**config.mk**
```make
export PLATFORM = sky130hd
export DESIGN_NAME = seq_adder
export DESIGN_NICKNAME = d
export VERILOG_FILES = /design/src/rtl/seq_adder_pkg.sv /design/src/rtl/seq_adder_digit_adder.sv /design/src/rtl/seq_adder.sv
export SDC_FILE = /design/constraint.sdc
export NUM_CORES = 1
export LEC_CHECK = 0
export ABC_CLOCK_PERIOD_IN_PS = 3410
export CAP_MARGIN = 20
export CORE_MARGIN = 4
export CORE_UTILIZATION = 25
export CTS_CLUSTER_SIZE = 16
export DETAILED_ROUTE_END_ITERATION = 6
export DONT_BUFFER_PORTS = 1
export PLACE_DENSITY_LB_ADDON = 0.12
export SLEW_MARGIN = 30
export SYNTH_ARGS = -nofsm -noshare
export SYNTH_HDL_FRONTEND = slang
export SYNTH_HIERARCHICAL = 1
export SYNTH_SLANG_ARGS = --single-unit
```
**constraint.sdc**
```tcl
create_clock -name clk -period 3.41 [get_ports clk]
set_clock_uncertainty 0.2 [all_clocks]
set_input_delay 0 -clock clk [delete_from_list [all_inputs] [get_ports clk]]
set_output_delay 0 -clock clk [all_outputs]
set_load 0.005 [all_outputs]
```
**src/rtl/seq_adder_pkg.sv**
```systemverilog
// Shared types and sizing helpers for the digit-serial adder.
//   state_t      : FSM state encoding (IDLE, RUN, DONE)
//   calc_steps   : number of digit steps for a WIDTH/DIGIT pair
//   calc_cnt_w   : step counter width (at least 1 bit)
package seq_adder_pkg;

   typedef logic [1:0] state_t;

   localparam state_t IDLE = 2'd0;
   localparam state_t RUN  = 2'd1;
   localparam state_t DONE = 2'd2;

   function automatic int unsigned calc_steps(input int unsigned width,
                                              input int unsigned digit);
      return width / digit;
   endfunction

   function automatic int unsigned calc_cnt_w(input int unsigned width,
                                              input int unsigned digit);
      int unsigned steps;
      steps = width / digit;
      return (steps > 1) ? $clog2(steps) : 1;
   endfunction

endpackage

```
**src/rtl/seq_adder_digit_adder.sv**
```systemverilog
// Combinational DIGIT-bit ripple-carry adder.
//   a, b  : digit operands
//   cin   : carry into bit 0
//   s     : digit sum
//   cout  : carry out of the top bit
//   c_msb : carry into the top bit (used for signed overflow)
module digit_adder
   import seq_adder_pkg::*;
#(
   parameter int unsigned DIGIT = 4
) (
   input  logic [DIGIT-1:0] a,
   input  logic [DIGIT-1:0] b,
   input  logic             cin,
   output logic [DIGIT-1:0] s,
   output logic             cout,
   output logic             c_msb
);

   // Ripple chain; cy[i] is the carry into bit i.
   always_comb begin
      logic [DIGIT:0] cy;
      cy    = '0;
      s     = '0;
      cy[0] = cin;
      for (int i = 0; i < int'(DIGIT); i++) begin
         s[i]    = a[i] ^ b[i] ^ cy[i];
         cy[i+1] = (a[i] & b[i]) | (cy[i] & (a[i] ^ b[i]));
      end
      cout  = cy[DIGIT];
      c_msb = cy[DIGIT-1];
   end

endmodule

```
**src/rtl/seq_adder.sv**
```systemverilog
// Digit-serial adder/subtractor: adds DIGIT bits per clock over WIDTH/DIGIT
// steps, result shifted into sum from the MSB side.
//   clk, rst          : clock, asynchronous active-high reset
//   start, sub, c_in  : request, mode (1 = a - b), add-mode carry-in
//   a, b              : operands, captured when start is accepted
//   sum, c_out        : result and carry-out / not-borrow, held after done
//   overflow          : signed overflow; only built with SEQ_ADDER_OVERFLOW_EN
//   busy, done        : operation in progress / one-cycle result-valid pulse
module seq_adder
   import seq_adder_pkg::*;
#(
   parameter int unsigned WIDTH = 16,
   parameter int unsigned DIGIT = 4
) (
   input  logic             clk,
   input  logic             rst,
   input  logic             start,
   input  logic             sub,
   input  logic [WIDTH-1:0] a,
   input  logic [WIDTH-1:0] b,
   input  logic             c_in,
   output logic [WIDTH-1:0] sum,
   output logic             c_out,
   output logic             overflow,
   output logic             busy,
   output logic             done
);

   localparam int unsigned      STEPS = calc_steps(WIDTH, DIGIT);
   localparam int unsigned      CNT_W = calc_cnt_w(WIDTH, DIGIT);
   localparam logic [CNT_W-1:0] LAST  = CNT_W'(STEPS - 1);

   state_t           state;
   state_t           state_nxt;
   logic [WIDTH-1:0] a_q;
   logic [WIDTH-1:0] b_q;
   logic             carry_q;
   logic [CNT_W-1:0] cnt_q;
   logic [DIGIT-1:0] dig_s;
   logic             dig_cout;
   logic             dig_cmsb;
   logic             accept;
   logic             last_step;

   // Start is honoured in IDLE and DONE only, giving back-to-back operation.
   assign accept    = start && ((state == IDLE) || (state == DONE));
   assign last_step = (state == RUN) && (cnt_q == LAST);

   // State register
   always_ff @(posedge clk or posedge rst) begin
      if (rst) state <= IDLE;
      else     state <= state_nxt;
   end

   // Next-state logic
   always_comb begin
      state_nxt = state;
      case (state)
         IDLE:    if (start) state_nxt = RUN;
         RUN:     if (cnt_q == LAST) state_nxt = DONE;
         DONE:    state_nxt = start ? RUN : IDLE;
         default: state_nxt = IDLE;
      endcase
   end

   digit_adder #(
      .DIGIT (DIGIT)
   ) u_digit_adder (
      .a     (a_q[DIGIT-1:0]),
      .b     (b_q[DIGIT-1:0]),
      .cin   (carry_q),
      .s     (dig_s),
      .cout  (dig_cout),
      .c_msb (dig_cmsb)
   );

   // Operand capture, digit shifting and registered status outputs
   always_ff @(posedge clk or posedge rst) begin
      if (rst) begin
         a_q     <= '0;
         b_q     <= '0;
         carry_q <= 1'b0;
         cnt_q   <= '0;
         sum     <= '0;
         c_out   <= 1'b0;
         busy    <= 1'b0;
         done    <= 1'b0;
      end else begin
         busy <= (state_nxt == RUN);
         done <= (state_nxt == DONE);
         if (accept) begin
            // Subtract as a + ~b + 1; c_in has no effect in that mode.
            a_q     <= a;
            b_q     <= sub ? ~b : b;
            carry_q <= sub ? 1'b1 : c_in;
            cnt_q   <= '0;
         end else if (state == RUN) begin
            sum     <= (sum >> DIGIT) | (WIDTH'(dig_s) << (WIDTH - DIGIT));
            a_q     <= a_q >> DIGIT;
            b_q     <= b_q >> DIGIT;
            carry_q <= dig_cout;
            cnt_q   <= cnt_q + CNT_W'(1);
            if (last_step) c_out <= dig_cout;
         end
      end
   end

`ifdef SEQ_ADDER_OVERFLOW_EN
   // Signed overflow: carries into and out of the word MSB disagree.
   always_ff @(posedge clk or posedge rst) begin
      if (rst)            overflow <= 1'b0;
      else if (last_step) overflow <= dig_cmsb ^ dig_cout;
   end
`else
   logic unused_c_msb;
   assign unused_c_msb = dig_cmsb;
   assign overflow     = 1'b0;
`endif

endmodule

```
# After elaboration in Yosys (flattened, before gate mapping)
# Index checks and enable logic that the tools add are counted.
# word_totals
register_bits	56
output_inout_bits	20
# op_classes
add_sub_neg	1
n_reduce_logical	7
bitwise	23
n_eq_ne	5
muxes	14
# op_table
cell	count
16-bit 2-to-1 mux	5
16-bit NOT	1
12-bit by 16-bit bitwise OR with 16-bit output	1
1-bit AND	8
2-bit 2-to-1 mux	4
1-bit XOR	8
2-bit == test, second input constant	3
2-bit one-hot mux with 3 select lines	1
2-bit by 1-bit == test with 1-bit output, second input constant	2
1-bit 2-to-1 mux	4
1-bit bitwise OR	4
3-bit AND reduction	1
2-bit by 1-bit adder with 2-bit output, second input constant	1
1-bit logical AND	2
2-bit zero test	1
2-bit AND reduction	1
2-bit nonzero test	1
1-bit logical OR	1
1-bit NOT	1

# Depth between registers and ports, before layout
# Gate-level depths: netlist of run 1.
# depth
word_depth	11
depth_mapped	8
depth_no_buf	8

# Hierarchy
# The synthesis of run 1 kept the hierarchy.
# modules_own_cells
mod	instances	cells_per_inst	seq_area_each_um2	area_each_um2
seq_adder	1	263	1401.3	2458.6
digit_adder	1	12	0.0	110.1

# Least setup slack after synthesis of run 1
# OpenSTA, ideal clock, no wires.
# synth_path
path_type	reg2reg
startpoint	register a_q[0]
endpoint	register carry_q
setup_slack_ns	1.208
period_less_slack_ns	2.202
setup_ns	0.126
stages_incl_launch_ff	8
arrival_ns	1.876
cell_sequence	dfrtp_1 -> fa_1 -> inv_1 -> fa_1 -> fa_1 -> inv_1 -> fa_1 -> a221o_1
# synth_via
elab_chain_len	11
# synth_lines
item	line_no	source
start, declared	seq_adder.sv:35	logic [WIDTH-1:0] a_q;
start signal, assigned	seq_adder.sv:99	a_q <= a_q >> DIGIT;
1-bit XOR	seq_adder_digit_adder.sv:28	cy[i+1] = (a[i] & b[i]) | (cy[i] & (a[i] ^ b[i]));
1-bit AND	seq_adder_digit_adder.sv:28	
1-bit bitwise OR *	seq_adder_digit_adder.sv:28	
1-bit AND *	seq_adder_digit_adder.sv:28	
1-bit bitwise OR *	seq_adder_digit_adder.sv:28	
1-bit AND *	seq_adder_digit_adder.sv:28	
1-bit bitwise OR *	seq_adder_digit_adder.sv:28	
net dig_cmsb	seq_adder.sv:41	logic dig_cmsb;
1-bit AND *	seq_adder_digit_adder.sv:28	
1-bit bitwise OR *	seq_adder_digit_adder.sv:28	
net dig_cout	seq_adder.sv:40	logic dig_cout;
1-bit 2-to-1 mux *	seq_adder.sv:97	end else if (state == RUN) begin
1-bit 2-to-1 mux *	seq_adder.sv:91	if (accept) begin
end signal, assigned	seq_adder.sv:95	carry_q <= sub ? 1'b1 : c_in;
end signal, assigned	seq_adder.sv:101	carry_q <= dig_cout;
end, declared	seq_adder.sv:37	logic carry_q;
# The timed path passes the listed nets; every way through them passes the cells marked *. The select of a mux whose other input is x is not followed.
# A chain may end at the register's enable or synchronous reset.

# Worst setup path in the final report of run 1
# layout_path
startpoint	register state[0]
endpoint	register a_q[2]
# layout_via
elab_chain_len	4
# layout_lines
item	line_no	source
start, declared	seq_adder.sv:33	state_t state;
start signal, assigned	seq_adder.sv:52	else state <= state_nxt;
2-bit == test / 2-bit zero test (equally long branches)	seq_adder.sv:46	assign accept = start && ((state == IDLE) || (state == DONE));
1-bit logical OR	seq_adder.sv:46	
1-bit logical AND	seq_adder.sv:46	
16-bit 2-to-1 mux / 2-bit nonzero test (equally long branches)	-	
# Several ways; a longest one is shown, not always the timed one.

==> results.py, run 1 <==
metrics = {
    "detailed_routing": {
        "ant_nets": 0,
        "wl_per_cell_um": 14.18,
        "drt_iter0_markers": 76,
        "drt_wl_total_um": 6369,
        "viasPerCell": 4.394,
        "drt_first_pass_iters": 4,
        "vias": 1973,
        "drc": 0,
    },
    "finish": {
        "drive_above_1_share": 0.04747,
        "insertedDiodeCount": 0,
        "area_growth_pct": 26.06,
        "final_util": 0.3268,
        "design_area_um2": 3238,
        "final_cell_mix": "nand2_1 (90), dfrtp_1 (56), dlygate4sd3_1 (50)",
        "mostFrequentLayoutCell": "nand2_1",
        "fin_nets": 357,
    },
    "die": {
        "fp.dieW_um": 109.4,
        "die_height_um": 109.4,
        "start_util": 0.2592,
        "coreArea_um2": 9910,
        "rows": 36,
        "die-area_um2": 11960,
        "boundaryPins": 57,
    },
    "clocking": {
        "cts_hold_buf": 50,
        "clkSinkCount": 56,
        "cts_max_level": 2,
        "clock_latency_ns": 0.30,
        "clk_pin_slew_ns": 0.11,
        "post_cts_resized": 0,
        "cts_tree": "yes",
        "cts_root_buf": "clkbuf_8",
        "cts_inserted_buffers": 5,
        "post-cts-setup-buffer-count": 0,
        "clockBufferDepth": 2,
    },
    "setup_path": {
        "r2r.worst_path.cells": 4,
        "cpPeakStageDelay_ns": 0.76,
        "cp-start-kind": "flip-flop",
        "crit_buf_inv": 1,
        "required_ns": 3.45,
        "worstPathCellList": "nand2b_2 -> o22ai_1 -> nor2_1 -> dlygate4sd3_1",
        "cp_max_fo": 48,
        "cp.arrival_ns": 2.38,
        "worstSetupPathType": "reg -> reg",
        "critical_path.endpoint_type": "flip-flop",
        "cp_slowest_cell": "nand2b_2",
        "timing.rr.end": "a_q[2]",
        "rr_startpoint": "state[0]",
        "r2r_setup_slack_ns": 1.07,
        "cp_top_family": "simple AND/OR/NAND/NOR gates",
    },
    "grt": {
        "grt_max_degree": 50,
        "antenna_found_initial": 0,
        "grt_pass1_wl_um": 10920,
        "grt_pass1_vias": 2150,
        "grt.overflow.total": 0,
        "grt.total_usage": 0.1153,
    },
    "power": {
        "switching_share": 0.4028,
        "ir_drop_uv": 409.2,
        "p_per_area_nw_per_um2": 846.2,
        "p_int_mw": 1.636,
        "pwr-share-comb": 0.419,
        "p_clk_frac": 0.142,
        "leakage_nw": 1.459,
        "p_switching_mw": 1.104,
        "p_seq_frac": 0.439,
    },
    "placed_design": {
        "dp_hpwl_um": 3960,
        "place.gp.congestion": 0.6830,
        "placed_area_um2": 2639,
        "io_buffers": 0,
    },
    "sta": {
        "slew-limit-headroom": 0.3863,
        "hold_viol_final": 0,
        "fmax_mhz": 428.0,
        "finalCritPeriodShare": 0.6852,
        "finalSetupViolCount": 0,
        "tightest_slew_ns": 0.9206,
        "finalSetupTns_ns": 0,
        "period_minus_slack_ns": 2.337,
        "slew_viol_final": 0,
        "rsz0062_at_grt": "no",
    },
    "yosys": {
        "ys_ff_latch": 56,
        "syn_area_um2": 2569,
        "syn_inst": 275,
        "yosysWarnings": 6,
        "yosysSeqAreaShare": 0.5455,
        "ys_types": 27,
        "syn-num-nets": 317,
        "syn_area_per_cell_um2": 9.341,
    },
    "flow_run": {
        "max_cap_viol_count": 0,
    },
    "worst_hold_path": {
        "hp-class": "in -> reg",
        "min-delay-start": "start",
        "hold_depth": 3,
        "holdPathEnd": "b_q[12]",
    },
    "run_status": {
        "status": "completed",
    },
}
## per-layer routing
metal,vias up,wire (um),share of wire,GRT usage
li1,965,-,-,-
met1,948,2984,0.47,0.1527
met2,58,2845,0.45,0.1866
met3,2,504,0.079,0.03699
met4,0,36,0.0057,0.02137
met5,-,0,0,0
## Yosys cell counts
master	instances	area share
a21oi_1	4	0.0078
a221o_1	1	0.0039
a22o_1	5	0.017
a22oi_1	2	0.0058
a31oi_1	16	0.039
and2_1	2	0.0049
and2b_4	1	0.0039
buf_2	12	0.023
buf_4	3	0.0088
buf_6	3	0.013
clkbuf_1	2	0.0029
conb_1	1	0.0015
dfrtp_1	56	0.55
fa_1	4	0.031
ha_1	1	0.0049
inv_1	9	0.013
mux2_1	1	0.0044
nand2_1	90	0.13
nand2b_1	2	0.0049
nand3_1	3	0.0058
nor2_1	24	0.035
nor2_2	1	0.0024
nor2b_1	1	0.0024
nor3_1	6	0.012
o21ai_0	3	0.0058
o22ai_1	6	0.015
xor2_1	16	0.055
## cell families (layout without fill, tap and decap cells)
| kind of cell | count (synthesis) | in the layout | share of synthesized area |
|---|---|---|---|
| and+or+nand+nor | 130 | 130 | 0.2026 |
| buffers and inverters | 29 | 70 | 0.06137 |
| DFF | 56 | 56 | 0.5455 |
| other | 1 | 1 | 0.001460 |
| adders and majority gates | 5 | 5 | 0.03605 |
| AOI/OAI and AO/OA | 37 | 37 | 0.09401 |
| muxes | 1 | 1 | 0.004384 |
| xor gates and xnor gates | 16 | 16 | 0.05455 |
## tightest hold or removal path: cells and delay by family
family / cells / cell delay [ns]
and+or+nand+nor: 1 / 0.14
AOI/OAI and AO/OA: 1 / 0.14
buffers and inverters: 1 / 0.21
## power groups by stage
stage	clock (mW)	combinational, mW	sequential (mW)
global route	0.430	1.36	1.26
global placement	0	1.03	1.21
detailed placement	0	1.04	1.22
floorplan	0	0.885	1.15
finish	0.389	1.15	1.20
CTS	0.407	1.18	1.21
## area by class of cell
cell class	count	area [um^2]
timing repair buffer	53	523.0
clock inverter	1	7.507
sequential	56	1401
clock buffer	7	86.33
fill	1057	6671
tap	133	166.4
multi-input combinational	190	1020
inverter	9	33.78
## state kept, by name, summed over array words and instances (netlist names)
signal and cells:
a_q 16, b_q 16, sum 16, cnt_q 2, state 2, busy 1, c_out 1, carry_q 1
done 1
## stage by stage
step | setup slack (ns) | hold slack (ns) | power, mW | std cells
5_1_grt | 0.8747 | 0.02731 | 3.043 | 449
3_3_place_gp | 1.122 | -0.1207 | 2.248 | 391
6_report | 1.073 | 0.01159 | 2.740 | 449
2_1_floorplan | 1.208 | -0.07189 | 2.034 | 275
3_5_place_dp | 1.114 | -0.1220 | 2.259 | 391
4_1_cts | 1.038 | 0.01523 | 2.791 | 449
## worst max path at each step
stage,slack [ns],cells after the start,to,from
floorplan,1.21,7,carry_q,a_q[0]
global placement,1.12,7,carry_q,a_q[0]
detailed placement,1.11,7,carry_q,a_q[0]
CTS,1.04,4,a_q[3],state[1]
global route,0.87,4,a_q[6],state[0]
finish,1.07,4,a_q[2],state[0]
Power figures use the tool's default switching activity.
==> inputs of run 2 (changes only) <==
--- a/config.mk
+++ b/config.mk
@@ -5,7 +5,8 @@
 export SDC_FILE = /design/constraint.sdc
 export NUM_CORES = 1
 export LEC_CHECK = 0
-export ABC_CLOCK_PERIOD_IN_PS = 3410
+export ABC_AREA = 1
+export ABC_CLOCK_PERIOD_IN_PS = 2050
 export CAP_MARGIN = 20
 export CORE_MARGIN = 4
 export CORE_UTILIZATION = 25
==> constraint.sdc (replaced) <==
create_clock -name clk -period 2.05 [get_ports clk]
set_clock_uncertainty 0.2 [all_clocks]
set_input_delay 0 -clock clk [delete_from_list [all_inputs] [get_ports clk]]
set_output_delay 0 -clock clk [all_outputs]
set_load 0.005 [all_outputs]
==> run 2 against run 1 <==
Net effect:
- the flow now finishes with violations (negative setup slack)
- hold slack worse by 0.010 ns
- sequential share of layout area fell by 4.2 points
- total power increased by 80%
- core utilization about the same
- first-iteration DRC count grew 42%
- die area is 9.7% higher
- final area up 11%
- sequential power rose by 64%
- count of clock-buffer cells in the layout up 1
- largest cell class unchanged
- critical path depth is 4 higher
- final cell count grew 26%
- non-clock buffer count up 1
==> results.py, run 2 <==
metrics = {
    "run_status": {
        "status": "finished with violations",
        "violations": "negative setup slack",
    },
    "setup_path": {
        "cpPeakStageDelay_ns": 0.39,
        "required_ns": 2.03,
        "cp-start-kind": "flip-flop",
        "cp_top_family": "adder cells",
        "critical_path.endpoint_type": "flip-flop",
        "cp_slowest_cell": "fa_1",
        "cpMostUsedCell": "fa_2",
        "worstPathCellList": "fa_2 -> inv_2 -> fa_2 -> fa_2 -> inv_2 -> fa_1 -> nand2_1 -> nand2_1",
        "timing.rr.end": "sum[15]",
        "crit_buf_inv": 2,
        "cp_max_fo": 2,
        "worstSetupPathType": "reg -> reg",
        "rr_startpoint": "carry_q",
        "cp.arrival_ns": 2.15,
        "r2r.worst_path.cells": 8,
        "r2r_setup_slack_ns": -0.12,
    },
    "power": {
        "p_clk_frac": 0.174,
        "p_int_mw": 2.938,
        "leakage_nw": 1.903,
        "p_per_area_nw_per_um2": 1377,
        "ir_drop_uv": 491.5,
        "switching_share": 0.4052,
        "finalPower_mw": 4.939,
        "p_seq_frac": 0.400,
        "pwr-share-comb": 0.426,
        "p_switching_mw": 2.001,
    },
    "detailed_routing": {
        "drt_wl_total_um": 6831,
        "viasPerCell": 4.184,
        "drt_iter0_markers": 108,
        "vias": 2368,
        "drt_first_pass_iters": 4,
        "drc": 0,
        "wl_per_cell_um": 12.07,
        "ant_nets": 0,
    },
    "sta": {
        "fmax_mhz": 460.7,
        "tightest_slew_ns": 0.7389,
        "finalCritPeriodShare": 1.059,
        "period_minus_slack_ns": 2.171,
        "slew-limit-headroom": 0.5058,
        "slew_viol_final": 0,
        "setup_ws_ns": -0.1205,
        "hold_viol_final": 0,
        "finalSetupViolCount": 3,
        "rsz0062_at_grt": "yes",
    },
    "grt": {
        "grt_pass1_vias": 2384,
        "grt.total_usage": 0.1086,
        "antenna_found_initial": 0,
        "grt_max_degree": 37,
        "grt.overflow.total": 0,
        "grt_pass1_wl_um": 11490,
    },
    "yosys": {
        "post-synth-top-count-cell": "nand2_1",
        "yosysSeqAreaShare": 0.4936,
        "async_flop_share": 1.000,
        "ys_types": 18,
        "synth_top_family_by_area": "simple AND/OR/NAND/NOR gates",
        "syn-num-nets": 426,
        "synth_top_area_frac": 0.4936,
        "yosysWarnings": 6,
        "syn_area_per_cell_um2": 7.393,
        "yosysTopAreaCell": "dfrtp_1",
        "post_synth_xor_area_fraction": 0,
        "syn_inst": 384,
        "synth-simple-area-share": 0.3314,
        "syn_area_um2": 2839,
        "yosys-top-cells-area": "dfrtp_1 (49%), nand2_1 (22%), nand3_1 (8.5%)",
        "synth-adder-area-share": 0.03261,
        "synthTopCellsByCount": "nand2_1 (169), dfrtp_1 (56), inv_1 (50)",
        "synthMuxAreaShare": 0,
        "synth-main-ff-cell": "dfrtp_1",
        "ys_ff_latch": 56,
        "synth-edff-count": 0,
        "synth_compound_area_frac": 0.02997,
    },
    "placed_design": {
        "dp_cells": 515,
        "dp_hpwl_um": 4627,
        "placed_area_um2": 3013,
        "place.gp.congestion": 0.7137,
        "io_buffers": 0,
    },
    "finish": {
        "design_area_um2": 3587,
        "mostFrequentLayoutCell": "nand2_1",
        "layoutNonFillerInstCount": 566,
        "fin_nets": 467,
        "final_cell_mix": "nand2_1 (169), dfrtp_1 (56), nand3_1 (48)",
        "largestRegisters": "a_q: 16 flops, b_q: 16 flops, sum: 16 flops",
        "drive_above_1_share": 0.07512,
        "area_growth_pct": 26.36,
        "insertedDiodeCount": 0,
    },
    "die": {
        "start_util": 0.2585,
        "rows": 38,
        "boundaryPins": 57,
        "coreArea_um2": 10980,
        "fp.dieW_um": 114.6,
        "die_height_um": 114.6,
        "die-area_um2": 13130,
    },
    "clocking": {
        "clk_pin_slew_ns": 0.07,
        "cts_tree": "yes",
        "cts_inserted_buffers": 5,
        "clock_latency_ns": 0.28,
        "cts_root_buf": "clkbuf_16",
        "clockBufferDepth": 2,
        "clkSinkCount": 56,
        "cts_max_level": 2,
    },
    "worst_hold_path": {
        "hp-class": "in -> async",
    },
    "flow_run": {
        "max_cap_viol_count": 0,
    },
}
## run 2: cells by family (layout without fill, tap and decap cells)
kind of cell / count (synthesis) / in the layout
and+or+nand+nor: 232 / 232
buffers and inverters: 73 / 115
DFF: 56 / 56
AOI/OAI and AO/OA: 17 / 17
adders and majority gates: 5 / 5
other: 1 / 1
## run 2: stage by stage
step	TNS [ns]	setup WS, ns	hold slack, ns	utilization
after global placement	-0.2043	-0.1164	-0.2511	0.2743
after global routing	-0.5495	-0.2153	0.05799	0.3266
after CTS	-0.2602	-0.1370	0.01330	0.3257
after detailed placement	-0.2423	-0.1269	-0.2586	0.2743
final	-0.2075	-0.1205	0.001195	0.3266
after floorplan	-0.06865	-0.06865	-0.07905	-
## run 2: routing by layer
metal / track usage / up-vias / wire [um]
li1: - / 1238 / -
met4: 0.02771 / 0 / 62
met3: 0.02484 / 4 / 325
met1: 0.1444 / 1084 / 3271
met2: 0.1781 / 42 / 3171
met5: 0 / - / 0
## run 2: area by class of cell
type                       instances  area [um^2]
multi-input combinational        255         1130
fill                            1191         7396
sequential                        56         1401
clock buffer                       8        146.4
timing repair buffer              54        535.5
inverter                          53        198.9
tap                              140        175.2
## run 2: power groups by stage
| stage | sequential, mW | combinational (mW) | clock [mW] |
|---|---|---|---|
| 5_1_grt | 2.05 | 2.52 | 0.945 |
| 4_1_cts | 1.99 | 2.16 | 0.902 |
| 6_report | 1.97 | 2.11 | 0.858 |
| 3_3_place_gp | 2.00 | 2.03 | 0 |
| 2_1_floorplan | 1.90 | 1.62 | 0 |
| 3_5_place_dp | 2.01 | 2.04 | 0 |
## run 2: worst max path at each step
stage,end,cells past startpoint,from,slack (ns)
2_1_floorplan,sum[15],8,carry_q,-0.07
3_3_place_gp,sum[15],8,carry_q,-0.12
3_5_place_dp,sum[15],8,b_q[0],-0.13
4_1_cts,sum[15],8,carry_q,-0.14
5_1_grt,sum[15],8,carry_q,-0.22
6_report,sum[15],8,carry_q,-0.12
## run 2: what timing repair did
action,in CTS,in global routing
endpoints found under the setup margin,3,6
hold buffers,41,0
buffers inserted,1,1
endpoints found under the hold margin,91,0
resized for setup,1,1
